`config.mk`:
```
export PLATFORM = sky130hd
export DESIGN_NAME = cache_assoc_wb_flat
export DESIGN_NICKNAME = d
export VERILOG_FILES = /design/src/rtl/cache_pkg.sv /design/src/rtl/cache_assoc_wb_if.sv /design/src/rtl/cache_lru_tracker.sv /design/src/rtl/cache_assoc_wb.sv /design/src/flat_wrapper.sv
export SDC_FILE = /design/constraint.sdc
export NUM_CORES = 1
export LEC_CHECK = 0
export CORE_MARGIN = 2
export CORE_UTILIZATION = 55
export DETAILED_ROUTE_END_ITERATION = 6
export PLACE_DENSITY = 0.76
export SYNTH_ARGS = -nofsm -noshare
export SYNTH_HDL_FRONTEND = slang
export SYNTH_SLANG_ARGS = --single-unit
```
`constraint.sdc`:
```
create_clock -name clk -period 4.2 [get_ports clk]
set_input_delay 1.05 -clock clk [delete_from_list [all_inputs] [get_ports clk]]
set_output_delay 1.05 -clock clk [all_outputs]
set_load 0.01 [all_outputs]
```
`src/rtl/cache_pkg.sv`:
```
// Shared definitions for the fully associative write-back cache.
//   state_t   : controller states
//   age_width : width of an LRU age field for a given line count
package cache_pkg;

  typedef enum logic [2:0] {
    IDLE,
    LOOKUP,
    WB,
    FILL,
    WAIT,
    RESP,
    FLUSH
  } state_t;

  // Ages run 0..n-1, so log2(n) bits; never narrower than one bit.
  function automatic int age_width(input int n);
    return (n <= 2) ? 1 : $clog2(n);
  endfunction

endpackage

```
`src/rtl/cache_assoc_wb_if.sv`:
```
// Bus bundles for cache_assoc_wb.
//   cache_cpu_if : circuit-side request/response plus flush control.
//                  master = requesting circuit, slave = cache.
//   cache_mem_if : word-addressed memory ready/valid port.
//                  master = cache, slave = memory.
interface cache_cpu_if #(
  parameter int ADDR_W = 7,
  parameter int DATA_W = 5
);
  logic              req_valid;
  logic              req_ready;
  logic              req_write;
  logic [ADDR_W-1:0] req_addr;
  logic [DATA_W-1:0] req_wdata;
  logic              rsp_valid;
  logic [DATA_W-1:0] rsp_rdata;
  logic              rsp_hit;
  logic              flush_req;
  logic              flush_done;

  modport master (
    output req_valid, req_write, req_addr, req_wdata, flush_req,
    input  req_ready, rsp_valid, rsp_rdata, rsp_hit, flush_done
  );
  modport slave (
    input  req_valid, req_write, req_addr, req_wdata, flush_req,
    output req_ready, rsp_valid, rsp_rdata, rsp_hit, flush_done
  );
endinterface

interface cache_mem_if #(
  parameter int ADDR_W = 7,
  parameter int DATA_W = 5
);
  logic              mem_req_valid;
  logic              mem_req_ready;
  logic              mem_req_write;
  logic [ADDR_W-1:0] mem_req_addr;
  logic [DATA_W-1:0] mem_wdata;
  logic              mem_rsp_valid;
  logic [DATA_W-1:0] mem_rdata;

  modport master (
    output mem_req_valid, mem_req_write, mem_req_addr, mem_wdata,
    input  mem_req_ready, mem_rsp_valid, mem_rdata
  );
  modport slave (
    input  mem_req_valid, mem_req_write, mem_req_addr, mem_wdata,
    output mem_req_ready, mem_rsp_valid, mem_rdata
  );
endinterface

```
`src/rtl/cache_lru_tracker.sv`:
```
// True-LRU age keeper. Age 0 = most recently used, NUM_LINES-1 = LRU.
// Ages always form a permutation of 0..NUM_LINES-1.
//   clk, rst_n : clock, async active-low reset (ages reset to age[i] = i)
//   touch_en   : mark touch_idx as most recently used this cycle
//   touch_idx  : line being touched
//   lru_idx    : line currently holding age NUM_LINES-1
//   ages       : full age vector
module cache_lru_tracker #(
  parameter int NUM_LINES = 4,
  parameter int AGE_W     = 2
) (
  input  logic                                clk,
  input  logic                                rst_n,
  input  logic                                touch_en,
  input  logic [AGE_W-1:0]                    touch_idx,
  output logic [AGE_W-1:0]                    lru_idx,
  output logic [NUM_LINES-1:0][AGE_W-1:0]     ages
);

  logic [AGE_W-1:0] touch_age;
  assign touch_age = ages[touch_idx];

  // Lines younger than the touched one age by one; the touched line
  // becomes youngest; older lines keep their age, so the set stays a
  // permutation.
  always_ff @(posedge clk or negedge rst_n) begin
    if (!rst_n) begin
      for (int i = 0; i < NUM_LINES; i++) ages[i] <= AGE_W'(i);
    end else if (touch_en) begin
      for (int i = 0; i < NUM_LINES; i++) begin
        if (AGE_W'(i) == touch_idx)   ages[i] <= '0;
        else if (ages[i] < touch_age) ages[i] <= ages[i] + 1'b1;
      end
    end
  end

  always_comb begin
    lru_idx = '0;
    for (int i = 0; i < NUM_LINES; i++)
      if (ages[i] == AGE_W'(NUM_LINES - 1)) lru_idx = AGE_W'(i);
  end

endmodule

```
`src/rtl/cache_assoc_wb.sv`:
```
// Fully associative, write-back, write-allocate cache with true-LRU
// replacement and a flush mode that writes back every dirty line.
// One word per line; the tag is the full word address.
//   clk, rst_n : clock, async active-low reset
//   cpu        : circuit request/response + flush (slave side)
//   mem        : memory ready/valid port (master side)
module cache_assoc_wb
  import cache_pkg::*;
#(
  parameter int ADDR_W    = 7,
  parameter int DATA_W    = 5,
  parameter int NUM_LINES = 4
) (
  input  logic        clk,
  input  logic        rst_n,
  cache_cpu_if.slave  cpu,
  cache_mem_if.master mem
);

  localparam int AGE_W = age_width(NUM_LINES);

  typedef struct packed {
    logic              valid;
    logic              dirty;
    logic [ADDR_W-1:0] tag;
    logic [DATA_W-1:0] data;
  } line_t;

  state_t            state, state_nx;
  line_t             lines [NUM_LINES];
  logic              req_wr;
  logic [ADDR_W-1:0] req_addr;
  logic [DATA_W-1:0] req_wdata;
  logic [AGE_W-1:0]  victim;
  logic [AGE_W:0]    flush_idx;   // one extra bit: counts to NUM_LINES
  logic [DATA_W-1:0] rsp_data;
  logic              rsp_hit_q;

  logic              hit, inv_found;
  logic [AGE_W-1:0]  hit_idx, inv_idx, miss_victim, lru_idx;
  logic              touch_en;
  logic [AGE_W-1:0]  touch_idx;
  logic [NUM_LINES-1:0][AGE_W-1:0] ages;
  logic              unused_ages;
  line_t             flush_line;
  logic              flush_last, flush_wb;
  logic              m_valid, m_write;
  logic [ADDR_W-1:0] m_addr;
  logic [DATA_W-1:0] m_wdata;

  cache_lru_tracker #(.NUM_LINES(NUM_LINES), .AGE_W(AGE_W)) u_lru (
    .clk       (clk),
    .rst_n     (rst_n),
    .touch_en  (touch_en),
    .touch_idx (touch_idx),
    .lru_idx   (lru_idx),
    .ages      (ages)
  );

  // Only the LRU index drives replacement; the vector is for observation.
  assign unused_ages = ^ages;

  // Tag match and lowest-index invalid line (descending scan leaves the
  // lowest match in place).
  always_comb begin
    hit       = 1'b0;
    hit_idx   = '0;
    inv_found = 1'b0;
    inv_idx   = '0;
    for (int i = NUM_LINES - 1; i >= 0; i--) begin
      if (lines[i].valid && lines[i].tag == req_addr) begin
        hit     = 1'b1;
        hit_idx = AGE_W'(i);
      end
      if (!lines[i].valid) begin
        inv_found = 1'b1;
        inv_idx   = AGE_W'(i);
      end
    end
  end

  assign miss_victim = inv_found ? inv_idx : lru_idx;
  assign flush_line  = lines[flush_idx[AGE_W-1:0]];
  assign flush_last  = (flush_idx == (AGE_W+1)'(NUM_LINES));
  assign flush_wb    = !flush_last && flush_line.valid && flush_line.dirty;

  always_ff @(posedge clk or negedge rst_n) begin
    if (!rst_n) state <= IDLE;
    else        state <= state_nx;
  end

  // Memory request fields come straight from registered state, so they
  // hold steady for as long as the memory stalls.
  always_comb begin
    state_nx  = state;
    touch_en  = 1'b0;
    touch_idx = hit_idx;
    m_valid   = 1'b0;
    m_write   = 1'b0;
    m_addr    = '0;
    m_wdata   = '0;
    case (state)
      IDLE: begin
        if (cpu.flush_req)      state_nx = FLUSH;
        else if (cpu.req_valid) state_nx = LOOKUP;
      end
      LOOKUP: begin
        if (hit) begin
          touch_en = 1'b1;
          state_nx = RESP;
        end else if (lines[miss_victim].valid && lines[miss_victim].dirty) begin
          state_nx = WB;
        end else begin
          state_nx = FILL;
        end
      end
      WB: begin
        m_valid = 1'b1;
        m_write = 1'b1;
        m_addr  = lines[victim].tag;
        m_wdata = lines[victim].data;
        if (mem.mem_req_ready) state_nx = FILL;
      end
      FILL: begin
        m_valid = 1'b1;
        m_addr  = req_addr;
        if (mem.mem_req_ready) state_nx = WAIT;
      end
      WAIT: begin
        if (mem.mem_rsp_valid) begin
          touch_en  = 1'b1;
          touch_idx = victim;
          state_nx  = RESP;
        end
      end
      RESP: state_nx = IDLE;
      FLUSH: begin
        if (flush_last) begin
          state_nx = IDLE;
        end else if (flush_wb) begin
          m_valid = 1'b1;
          m_write = 1'b1;
          m_addr  = flush_line.tag;
          m_wdata = flush_line.data;
        end
      end
      default: state_nx = IDLE;
    endcase
  end

  always_ff @(posedge clk or negedge rst_n) begin
    if (!rst_n) begin
      for (int i = 0; i < NUM_LINES; i++) lines[i] <= '0;
      req_wr    <= 1'b0;
      req_addr  <= '0;
      req_wdata <= '0;
      victim    <= '0;
      flush_idx <= '0;
      rsp_data  <= '0;
      rsp_hit_q <= 1'b0;
    end else begin
      case (state)
        IDLE: begin
          flush_idx <= '0;
          if (!cpu.flush_req && cpu.req_valid) begin
            req_wr    <= cpu.req_write;
            req_addr  <= cpu.req_addr;
            req_wdata <= cpu.req_wdata;
          end
        end
        LOOKUP: begin
          rsp_hit_q <= hit;
          if (hit) begin
            if (req_wr) begin
              lines[hit_idx].data  <= req_wdata;
              lines[hit_idx].dirty <= 1'b1;
              rsp_data             <= req_wdata;
            end else begin
              rsp_data <= lines[hit_idx].data;
            end
          end else begin
            victim <= miss_victim;
          end
        end
        WB: if (mem.mem_req_ready) lines[victim].dirty <= 1'b0;
        WAIT: begin
          if (mem.mem_rsp_valid) begin
            lines[victim].valid <= 1'b1;
            lines[victim].dirty <= req_wr;
            lines[victim].tag   <= req_addr;
            lines[victim].data  <= req_wr ? req_wdata : mem.mem_rdata;
            rsp_data            <= req_wr ? req_wdata : mem.mem_rdata;
          end
        end
        FLUSH: begin
          // Clean/invalid lines advance at once; dirty ones wait for the
          // write-back handshake.
          if (!flush_last && (!flush_wb || mem.mem_req_ready)) begin
            if (flush_wb) lines[flush_idx[AGE_W-1:0]].dirty <= 1'b0;
            flush_idx <= flush_idx + 1'b1;
          end
        end
        default: ;
      endcase
    end
  end

  assign cpu.req_ready  = (state == IDLE) && !cpu.flush_req;
  assign cpu.rsp_valid  = (state == RESP);
  assign cpu.rsp_rdata  = (state == RESP) ? rsp_data : '0;
  assign cpu.rsp_hit    = (state == RESP) && rsp_hit_q;
  assign cpu.flush_done = (state == FLUSH) && flush_last;

  assign mem.mem_req_valid = m_valid;
  assign mem.mem_req_write = m_write;
  assign mem.mem_req_addr  = m_addr;
  assign mem.mem_wdata     = m_wdata;

endmodule

```
`src/flat_wrapper.sv`:
```
// flat-port wrapper written by rule: the top's interface ports become plain ports
module cache_assoc_wb_flat import cache_pkg::*;
#(
  parameter int ADDR_W    = 7,
  parameter int DATA_W    = 5,
  parameter int NUM_LINES = 4
)
  (clk, rst_n, cpu_req_valid, cpu_req_write, cpu_req_addr, cpu_req_wdata, cpu_flush_req, cpu_req_ready, cpu_rsp_valid, cpu_rsp_rdata, cpu_rsp_hit, cpu_flush_done, mem_mem_req_valid, mem_mem_req_write, mem_mem_req_addr, mem_mem_wdata, mem_mem_req_ready, mem_mem_rsp_valid, mem_mem_rdata);
  cache_cpu_if #(.ADDR_W(ADDR_W), .DATA_W(DATA_W)) cpu_i ();
  cache_mem_if #(.ADDR_W(ADDR_W), .DATA_W(DATA_W)) mem_i ();
  input  logic clk;
  input  logic rst_n;
  input wire logic [$bits(cpu_i.req_valid)-1:0] cpu_req_valid;
  input wire logic [$bits(cpu_i.req_write)-1:0] cpu_req_write;
  input wire logic [$bits(cpu_i.req_addr)-1:0] cpu_req_addr;
  input wire logic [$bits(cpu_i.req_wdata)-1:0] cpu_req_wdata;
  input wire logic [$bits(cpu_i.flush_req)-1:0] cpu_flush_req;
  output wire logic [$bits(cpu_i.req_ready)-1:0] cpu_req_ready;
  output wire logic [$bits(cpu_i.rsp_valid)-1:0] cpu_rsp_valid;
  output wire logic [$bits(cpu_i.rsp_rdata)-1:0] cpu_rsp_rdata;
  output wire logic [$bits(cpu_i.rsp_hit)-1:0] cpu_rsp_hit;
  output wire logic [$bits(cpu_i.flush_done)-1:0] cpu_flush_done;
  output wire logic [$bits(mem_i.mem_req_valid)-1:0] mem_mem_req_valid;
  output wire logic [$bits(mem_i.mem_req_write)-1:0] mem_mem_req_write;
  output wire logic [$bits(mem_i.mem_req_addr)-1:0] mem_mem_req_addr;
  output wire logic [$bits(mem_i.mem_wdata)-1:0] mem_mem_wdata;
  input wire logic [$bits(mem_i.mem_req_ready)-1:0] mem_mem_req_ready;
  input wire logic [$bits(mem_i.mem_rsp_valid)-1:0] mem_mem_rsp_valid;
  input wire logic [$bits(mem_i.mem_rdata)-1:0] mem_mem_rdata;
  assign cpu_i.req_valid = cpu_req_valid;
  assign cpu_i.req_write = cpu_req_write;
  assign cpu_i.req_addr = cpu_req_addr;
  assign cpu_i.req_wdata = cpu_req_wdata;
  assign cpu_i.flush_req = cpu_flush_req;
  assign cpu_req_ready = cpu_i.req_ready;
  assign cpu_rsp_valid = cpu_i.rsp_valid;
  assign cpu_rsp_rdata = cpu_i.rsp_rdata;
  assign cpu_rsp_hit = cpu_i.rsp_hit;
  assign cpu_flush_done = cpu_i.flush_done;
  assign mem_mem_req_valid = mem_i.mem_req_valid;
  assign mem_mem_req_write = mem_i.mem_req_write;
  assign mem_mem_req_addr = mem_i.mem_req_addr;
  assign mem_mem_wdata = mem_i.mem_wdata;
  assign mem_i.mem_req_ready = mem_mem_req_ready;
  assign mem_i.mem_rsp_valid = mem_mem_rsp_valid;
  assign mem_i.mem_rdata = mem_mem_rdata;
  cache_assoc_wb #(.ADDR_W(ADDR_W), .DATA_W(DATA_W), .NUM_LINES(NUM_LINES)) u_core (.clk(clk), .rst_n(rst_n), .cpu(cpu_i), .mem(mem_i));
endmodule
```
==> out/summary.txt, run 1 <==
pin count of the biggest net entering global routing -> 47
Iter 0 DRT Violations -> 690
Final Slew Violations -> 0
Worst-Margin Slew -> 1020 ps
RSZ-0062 raised after global routing -> no
cell area after layout -> 0.00723 mm2
minimum clock period -> 3880 ps
initial core utilization -> 56.0%
CP arrival -> 2830 ps
Highest Signal Layer -> met4
final worst path period share -> 92.4%
Yosys cell types -> 73
setup TNS -> 0 ps
largest area contributor in the netlist -> dfrtp_1
CP Launch Type -> register
area delta synth->final -> 13.5%
Clock Path Buffers -> 2
top_reg_cell synth -> dfrtp_1
CTS tree -> built
FF/Latch Area -> 0.00228 mm2
Residual DRC -> 0
cts repair resizes -> 0
most instantiated cells after synthesis -> nand2_1, dfrtp_1, o21ai_0
syn avg cell area -> 9.19 um2
Layout Cells excl Fill -> 866
post-layout util -> 63.6%
Syn Inst Count -> 693
Total GRT Usage -> 31.4%
asr flop ratio synth -> 100%
overall die width -> 112 um
Slowest Stage Delay on Critical Path -> 560 ps
critical path class -> register to output port
Hold WS -> 498 ps
PortBufs -> 46
Reg clk slew, reported paths -> 70 ps
crit-path leading delay family -> simple AND/OR/NAND/NOR gates
crit end category -> output port
core area -> 0.0114 mm2
Setup violations, final -> 0
clock latency on the worst-skew pair -> 360 ps
clock sinks -> 91
Area after DPL -> 0.00691 mm2
GRT overflow -> 0
# fillers -> 947
die area -> 0.0125 mm2
total CTS buffers -> 9
hold_buf cts -> 0
final hold vios -> 0
drt via density -> 6.79
leakage power -> 0.00295 uW
Routed WL per cell -> 21.9 um
root buffer cell -> clkbuf_16
CTS H-tree depth -> 3
Yosys top cell area share -> 34.2%
Post-CTS Setup Inserts -> 0
maximum VDD drop -> 0.481 mV
Max Freq -> 258 MHz
top-count cell post-synth -> nand2_1
layout cell share with drive strength beyond 1 -> 13.8%
initial antenna violation count -> 0
Final nets -> 749
syn_nets -> 724
remaining antenna violation count -> 0
power per cell area -> 756 mW/mm2
netlist area before placement -> 0.00637 mm2
EDFF count, synth -> 0
worst-path cell chain -> nand2_1 -> mux4_2 -> nor2_2 -> nand2_1 -> o21ai_0 -> clkdlybuf4s50_1
first-pass GRT wire length -> 30900 um
status -> finished clean
# rows -> 39
relative slew slack -> 31.3%
Inst Count DP -> 850
Critical Path Slowest Stage Cell -> clkdlybuf4s50_1
met1 wire length -> 7980 um
dpl hpwl -> 13800 um
maxcap violations -> 0
Multi-input gate area -> 0.00374 mm2
number of buffers and inverters on the critical path -> 1
Worst Path Required -> 3150 ps
vias in the first global route -> 5664
metal2 WL -> 8560 um
Synth area leaders -> dfrtp_1, mux4_2, nand2_1
most used cell, CP -> nand2_1
#FFs+latches synth -> 91
Setup Skew -> 9.70 ps
crit path max fanout -> 8
routed vias -> 5878
diode count -> 0
IO Count -> 47
Die Ht -> 112 um
Placer Congestion -> 0.954
Hold Path Class -> register to register
Synthesis Warnings -> 0
drt total wl -> 19000 um
DRT Pass-1 Iters -> 5
post-synthesis sequential area ratio -> 35.8%
DR WL met3 -> 2050 um
==> per-layer routing <==
layer / vias to the layer above / GRT usage [%]
li1: 2600 / -
met1: 2860 / 45.8
met2: 376 / 46.7
met3: 42 / 7.46
met4: 0 / 10.2
met5: - / 0
==> kinds of logic after synthesis <==
| logic type | synth area share [%] |
|---|---|
| buffers and inverters | 5.44 |
| flip-flops | 35.8 |
| AO/OA/AOI/OAI | 21.9 |
| XOR/XNOR | 3.99 |
| adder cells (fa/ha/maj) | 1.38 |
| AND/OR/NAND/NOR | 16.1 |
| multiplexers | 15.3 |
==> layout make-up <==
class,count,share of cell area (%)
multi-input combinational,522,51.7
sequential,91,31.6
timing repair buffer,65,8.31
clock buffer,11,3.36
tap,143,2.47
inverter,29,1.51
clock inverter,5,1.07
==> through the flow <==
stage                     worst slack, ps  total power (uW)
final                                 320              5460
after global routing                  139              5790
after CTS                             335              5380
after detailed placement              284              4480
after global placement                431              4390
after floorplan                       970              3620
==> layout by cell type, fill, tap and decap left out, drive strengths merged, types with 20 or more instances in the layout <==
cell type,count
nand2,98
dfrtp,87
o21ai,57
nor2,48
clkdlybuf4s50,45
a21oi,32
inv,28
mux2,26
mux4,25
a22oi,21
buf,20
==> power breakdown <==
part | internal, uW | leakage, uW | total (uW) | switching (uW)
sequential | 1230 | 0.00113 | 1870 | 647
clock | 536 | 0.000156 | 890 | 354
combinational | 1220 | 0.00166 | 2700 | 1480
==> final timing paths <==
| check | from | to | slack (ps) | cells after the start |
|---|---|---|---|---|
| max in group asynchronous | rst_n | u_core.u_lru.ages[2] | 2640 | 2 |
| worst min register to register | u_core.rsp_hit_q | u_core.rsp_hit_q | 500 | 1 |
| worst min-delay path | u_core.rsp_hit_q | u_core.rsp_hit_q | 500 | 1 |
| worst max register to register | u_core.state[2] | u_core.u_lru.ages[6] | 570 | 7 |
| min in group asynchronous | rst_n | async pin | 710 | 1 |
| worst max-delay path | register | mem_mem_req_addr[4] | 320 | 6 |
No activity file was read; power rests on OpenSTA's default activity.
==> run 2, diff against run 1 <==
==> constraint.sdc (replaced) <==
create_clock -name clk -period 4.2 [get_ports clk]
set_input_delay 1.26 -clock clk [delete_from_list [all_inputs] [get_ports clk]]
set_output_delay 1.26 -clock clk [all_outputs]
set_load 0.01 [all_outputs]
==> run 2 against run 1 <==
  * Combinational power grew 2%
  * Die area is the same
  * Highest routed layer unchanged
  * Largest cell class unchanged
  * Global-route usage shrank 0.41 points
  * Setup slack lost 51 ps
  * Critical path type unchanged
==> out/summary.txt, run 2 (same netlist as run 1, synthesis figures left out) <==
status -> finished clean
initial core utilization -> 56.0% (unchanged)
relative slew slack -> 26.1% (-5.2 points)
GRT overflow -> 0 (unchanged)
cts repair resizes -> 0 (unchanged)
Reg clk slew, reported paths -> 60 ps (about the same)
Worst-Margin Slew -> 1100 ps (+77.2 ps)
Final Slew Violations -> 0 (unchanged)
leakage power -> 0.00296 uW (+0.52%)
Max Freq -> 254 MHz (-1.3%)
Setup Skew -> 8.72 ps (-0.980 ps)
DRT Pass-1 Iters -> 6 (+1)
IO Count -> 47 (unchanged)
root buffer cell -> clkbuf_16
Residual DRC -> 0 (unchanged)
crit path max fanout -> 8 (unchanged)
CP Launch Type -> register
Design Power -> 5400 uW (-1.1%)
die area -> 0.0125 mm2 (unchanged)
critical path class -> register to output port
maximum VDD drop -> 0.394 mV (-18%)
# fillers -> 955 (+0.84%)
final worst path period share -> 93.6% (+1.2 points)
pin count of the biggest net entering global routing -> 39 (-17%)
Die Ht -> 112 um (unchanged)
maxcap violations -> 0 (unchanged)
remaining antenna violation count -> 0 (unchanged)
clock latency on the worst-skew pair -> 360 ps (about the same)
diode count -> 0 (unchanged)
CTS H-tree depth -> 3 (unchanged)
layout cell share with drive strength beyond 1 -> 14.4% (+0.55 points)
Worst Path Required -> 2940 ps (-210 ps)
final hold vios -> 0 (unchanged)
Hold Path Origin -> u_core.rsp_hit_q
leading cell type in the layout, fill and taps excluded -> nand2_1
routed vias -> 5866 (-0.20%)
CP arrival -> 2670 ps (-160 ps)
Final nets -> 756 (+0.93%)
Total GRT Usage -> 31.0% (-0.41 points)
total CTS buffers -> 9 (unchanged)
Setup violations, final -> 0 (unchanged)
RSZ-0062 raised after global routing -> no
clock sinks -> 91 (unchanged)
Post-CTS Setup Inserts -> 0 (unchanged)
Clock Path Buffers -> 2 (unchanged)
first-pass GRT wire length -> 30600 um (-1.1%)
core area -> 0.0114 mm2 (unchanged)
Min-Delay Endpoint -> u_core.rsp_hit_q
drt via density -> 6.72 (-1.0%)
hold_buf cts -> 0 (unchanged)
drt total wl -> 18800 um (-0.81%)
Hold Path Class -> register to register
PortBufs -> 46 (unchanged)
most frequent cells in the layout -> nand2_1, dfrtp_1, o21ai_0
Multi-input gate area -> 0.00374 mm2 (unchanged)
initial antenna violation count -> 0 (unchanged)
capturing point of the worst reg2reg path -> u_core.u_lru.ages[0]
dpl hpwl -> 13500 um (-1.5%)
power per cell area -> 746 mW/mm2 (-1.3%)
FF/Latch Area -> 0.00228 mm2 (unchanged)
CTS tree -> built
area delta synth->final -> 13.9%
vias in the first global route -> 5758 (+1.7%)
setup TNS -> 0 ps (unchanged)
minimum clock period -> 3930 ps (+51.2 ps)
Register-to-Register Path Depth -> 9 (+2)
worst hold stages -> 1 (unchanged)
crit end category -> output port
R2R Setup Slk -> 680 ps (+110 ps)
Crit Reg-Reg Startpoint -> u_core.req_addr[5]
Routed WL per cell -> 21.6 um (-1.6%)
overall die width -> 112 um (unchanged)
Placer Congestion -> 0.972 (+1.9%)
Iter 0 DRT Violations -> 749 (+8.6%)
# rows -> 39 (unchanged)
run 2: changes by cell type in the layout (fill, tap and decap cells not counted), sizes merged:
cell | before | now
bufinv | 2 | 1
buf | 20 | 27
clkbuf | 11 | 12
run 2: power breakdown:
part | internal (uW) | total [uW] | switching [uW]
Clock | 462 | 813 | 350
Sequential | 1230 | 1850 | 619
Combinational | 1250 | 2750 | 1500
Total | 2940 | 5400 | 2460
run 2: metrics by stage:
step                      setup slack, ps  util (%)  instance area (um2)  std cells  hold WS, ps
after floorplan                       760         -                 6370        693          440
after global placement                481      61.2                 6960        857          477
after detailed placement              360      61.2                 6960        857          484
after CTS                             263      63.8                 7250        873          509
after global routing                 64.3      63.8                 7250        873          547
final                                 269      63.8                 7250        873          501
run 2: layout make-up:
cell class,count,area share [%]
Multi-Input combinational cell,522,51.6
Sequential cell,91,31.5
Timing Repair Buffer,72,9.01
Clock buffer,12,3.26
Tap cell,143,2.47
Inverter,29,1.50
Clock inverter,4,0.708
run 2: routing by layer:
metal	up-vias	wire (um)	part of all wire, %	track usage (%)
met5	-	0	0	0
li1	2623	-	-	-
met2	331	8650	46	47.2
met4	0	515	2.7	12.0
met3	42	1830	9.7	7.29
met1	2870	7850	42	43.4
run 2: worst max path at each step:
| stage | slack, ps | startpoint | end |
|---|---|---|---|
| CTS | 260 | u_core.flush_idx[0] | mem_mem_req_addr[0] |
| detailed placement | 360 | mem_mem_rsp_valid | u_core.u_lru.ages[0] |
| global route | 60 | register | mem_mem_req_addr[2] |
| global placement | 480 | mem_mem_rsp_valid | u_core.u_lru.ages[1] |
| floorplan | 760 | u_core.flush_idx[1] | mem_mem_req_addr[0] |
| finish | 270 | register | mem_mem_req_addr[2] |
run 2: worst max-delay path, stage by stage, from the launching register on:
cell and delay (ps):
dfrtp_1 440, nand2_1 110, mux4_2 510, nor2_2 130, nand2_1 210, o21ai_0 320, clkdlybuf4s50_1 600
==> run 3, diff against run 2 <==
--- a/config.mk
+++ b/config.mk
@@ -8,6 +8,7 @@
 export CORE_MARGIN = 2
 export CORE_UTILIZATION = 55
 export DETAILED_ROUTE_END_ITERATION = 6
+export GPL_TIMING_DRIVEN = 0
 export PLACE_DENSITY = 0.76
 export SYNTH_ARGS = -nofsm -noshare
 export SYNTH_HDL_FRONTEND = slang
==> run 3 against run 2 <==
  * Sequential share of layout area is 0.44 points lower
  * First-iteration DRC count rose by 13%
  * Register-to-register slack got worse by 50 ps
  * Worst hold slack about the same
==> out/summary.txt, run 3 (same netlist as run 1, synthesis figures left out) <==
status -> finished clean
# fillers -> 966 (+1.2%)
# rows -> 39 (unchanged)
layout cell share with drive strength beyond 1 -> 14.0% (-0.40 points)
remaining antenna violation count -> 0 (unchanged)
pin count of the biggest net entering global routing -> 68 (+74%)
Iter 0 DRT Violations -> 844 (+13%)
CTS tree -> built
root buffer cell -> clkbuf_16
CP Launch Type -> register
final worst slack -> 80.7 ps (-188 ps)
Hold Path Class -> register to register
Place WS -> -526 ps (-885 ps)
diode count -> 0 (unchanged)
most frequent cells in the layout -> nand2_1, dfrtp_1, o21ai_0
clock latency on the worst-skew pair -> 360 ps (about the same)
CP arrival -> 2860 ps (+190 ps)
Total GRT Usage -> 32.3% (+1.3 points)
final worst path period share -> 98.1% (+4.5 points)
minimum clock period -> 4120 ps (+188 ps)
Final Slew Violations -> 0 (unchanged)
Max Freq -> 243 MHz (-4.6%)
drt via density -> 6.65 (-1.0%)
power per cell area -> 743 mW/mm2 (-0.40%)
maximum VDD drop -> 0.364 mV (-7.5%)
first-pass GRT wire length -> 31400 um (+2.6%)
relative slew slack -> 15.4% (-11 points)
Residual DRC -> 0 (unchanged)
drt total wl -> 19800 um (+5.3%)
Worst Path Required -> 2940 ps (about the same)
area delta synth->final -> 15.5%
die area -> 0.0125 mm2 (unchanged)
routed vias -> 5991 (+2.1%)
Worst-Margin Slew -> 1260 ps (+159 ps)
hold_buf cts -> 0 (unchanged)
vias in the first global route -> 5767 (+0.16%)
worst hold stages -> 1 (unchanged)
crit-path leading delay family -> buffers and inverters
overall die width -> 112 um (unchanged)
PortBufs -> 46 (unchanged)
Final nets -> 784 (+3.7%)
DRT Pass-1 Iters -> 6 (unchanged)
IO Count -> 47 (unchanged)
setup TNS -> 0 ps (unchanged)
Die Ht -> 112 um (unchanged)
Setup Skew -> 14.1 ps (+5.36 ps)
Routed WL per cell -> 22.0 um (+2.0%)
critical path class -> register to output port
Placer Congestion -> 0.948 (-2.5%)
Setup violations, final -> 0 (unchanged)
CTS H-tree depth -> 3 (unchanged)
maxcap violations -> 0 (unchanged)
Register-to-Register Path Depth -> 12 (+3)
final hold vios -> 0 (unchanged)
Clock Path Buffers -> 2 (unchanged)
initial core utilization -> 56.0% (unchanged)
R2R Setup Slk -> 630 ps (-50 ps)
Reg clk slew, reported paths -> 70 ps (about the same)
crit path max fanout -> 8 (unchanged)
dpl hpwl -> 14600 um (+8.1%)
core area -> 0.0114 mm2 (unchanged)
stages on the worst setup path -> 7 (+1)
clock sinks -> 91 (unchanged)
Critical Path Slowest Stage Cell -> clkdlybuf4s50_1
post-layout util -> 64.7% (+0.95 points)
number of buffers and inverters on the critical path -> 3 (+2)
total CTS buffers -> 9 (unchanged)
Slowest Stage Delay on Critical Path -> 580 ps (-20 ps)
leakage power -> 0.00299 uW (+1.0%)
leading cell type in the layout, fill and taps excluded -> nand2_1
RSZ-0062 raised after global routing -> no
worst-path cell chain -> buf_4 -> inv_1 -> mux4_2 -> nor2_4 -> nand2_4 -> o21ai_0 -> clkdlybuf4s50_1
GRT overflow -> 0 (unchanged)
initial antenna violation count -> 0 (unchanged)
crit end category -> output port
## run 3: per-stage QoR
| step | hold WS, ps | area (um2) | power, uW | cells |
|---|---|---|---|---|
| final | 500 | 7360 | 5460 | 901 |
| after global routing | 516 | 7360 | 5790 | 901 |
| after CTS | 499 | 7320 | 5360 | 898 |
| after detailed placement | 485 | 7030 | 4560 | 883 |
| after global placement | 475 | 7010 | 4460 | 882 |
| after floorplan | 440 | 6370 | 3620 | 693 |
## run 3: timing repair
action | CTS | global route
endpoints found under the setup margin | 14 | 7
gates resized for setup | 8 | 3
pin swaps | 0 | 1
buffers inserted | 0 | 4
## run 3: routing by layer
metal	vias to the layer above	track usage, %	wire length [um]
li1	2675	-	-
met1	2927	45.4	8330
met2	342	48.6	8990
met3	47	8.06	2020
met4	0	12.4	500
met5	-	0	0
## run 3: worst paths after layout
check,from,endpoint
setup / recovery,u_core.flush_idx[0],mem_mem_req_addr[4]
hold / removal,u_core.rsp_hit_q,u_core.rsp_hit_q
setup reg to reg,u_core.req_addr[5],register
max in group asynchronous,rst_n,u_core.u_lru.ages[5]
hold reg to reg,u_core.rsp_hit_q,u_core.rsp_hit_q
min in group asynchronous,rst_n,async pin
## run 3: final cells by class
| class | count | area [um2] | share of cell area [%] |
|---|---|---|---|
| Sequential cell | 91 | 2280 | 31.0 |
| Buffer | 49 | 235 | 3.20 |
| Tap cell | 143 | 179 | 2.43 |
| Timing Repair Buffer | 51 | 515 | 7.01 |
| Clock inverter | 5 | 38.8 | 0.527 |
| Clock buffer | 11 | 243 | 3.30 |
| Inverter | 29 | 109 | 1.48 |
| Multi-Input combinational cell | 522 | 3750 | 51.0 |
## run 3: where the power goes
group | leakage, uW | internal [uW] | switching (uW) | total, uW
sequential | 0.00113 | 1230 | 421 | 1650
combinational | 0.00172 | 1260 | 1770 | 3030
clock | 0.000136 | 420 | 365 | 785
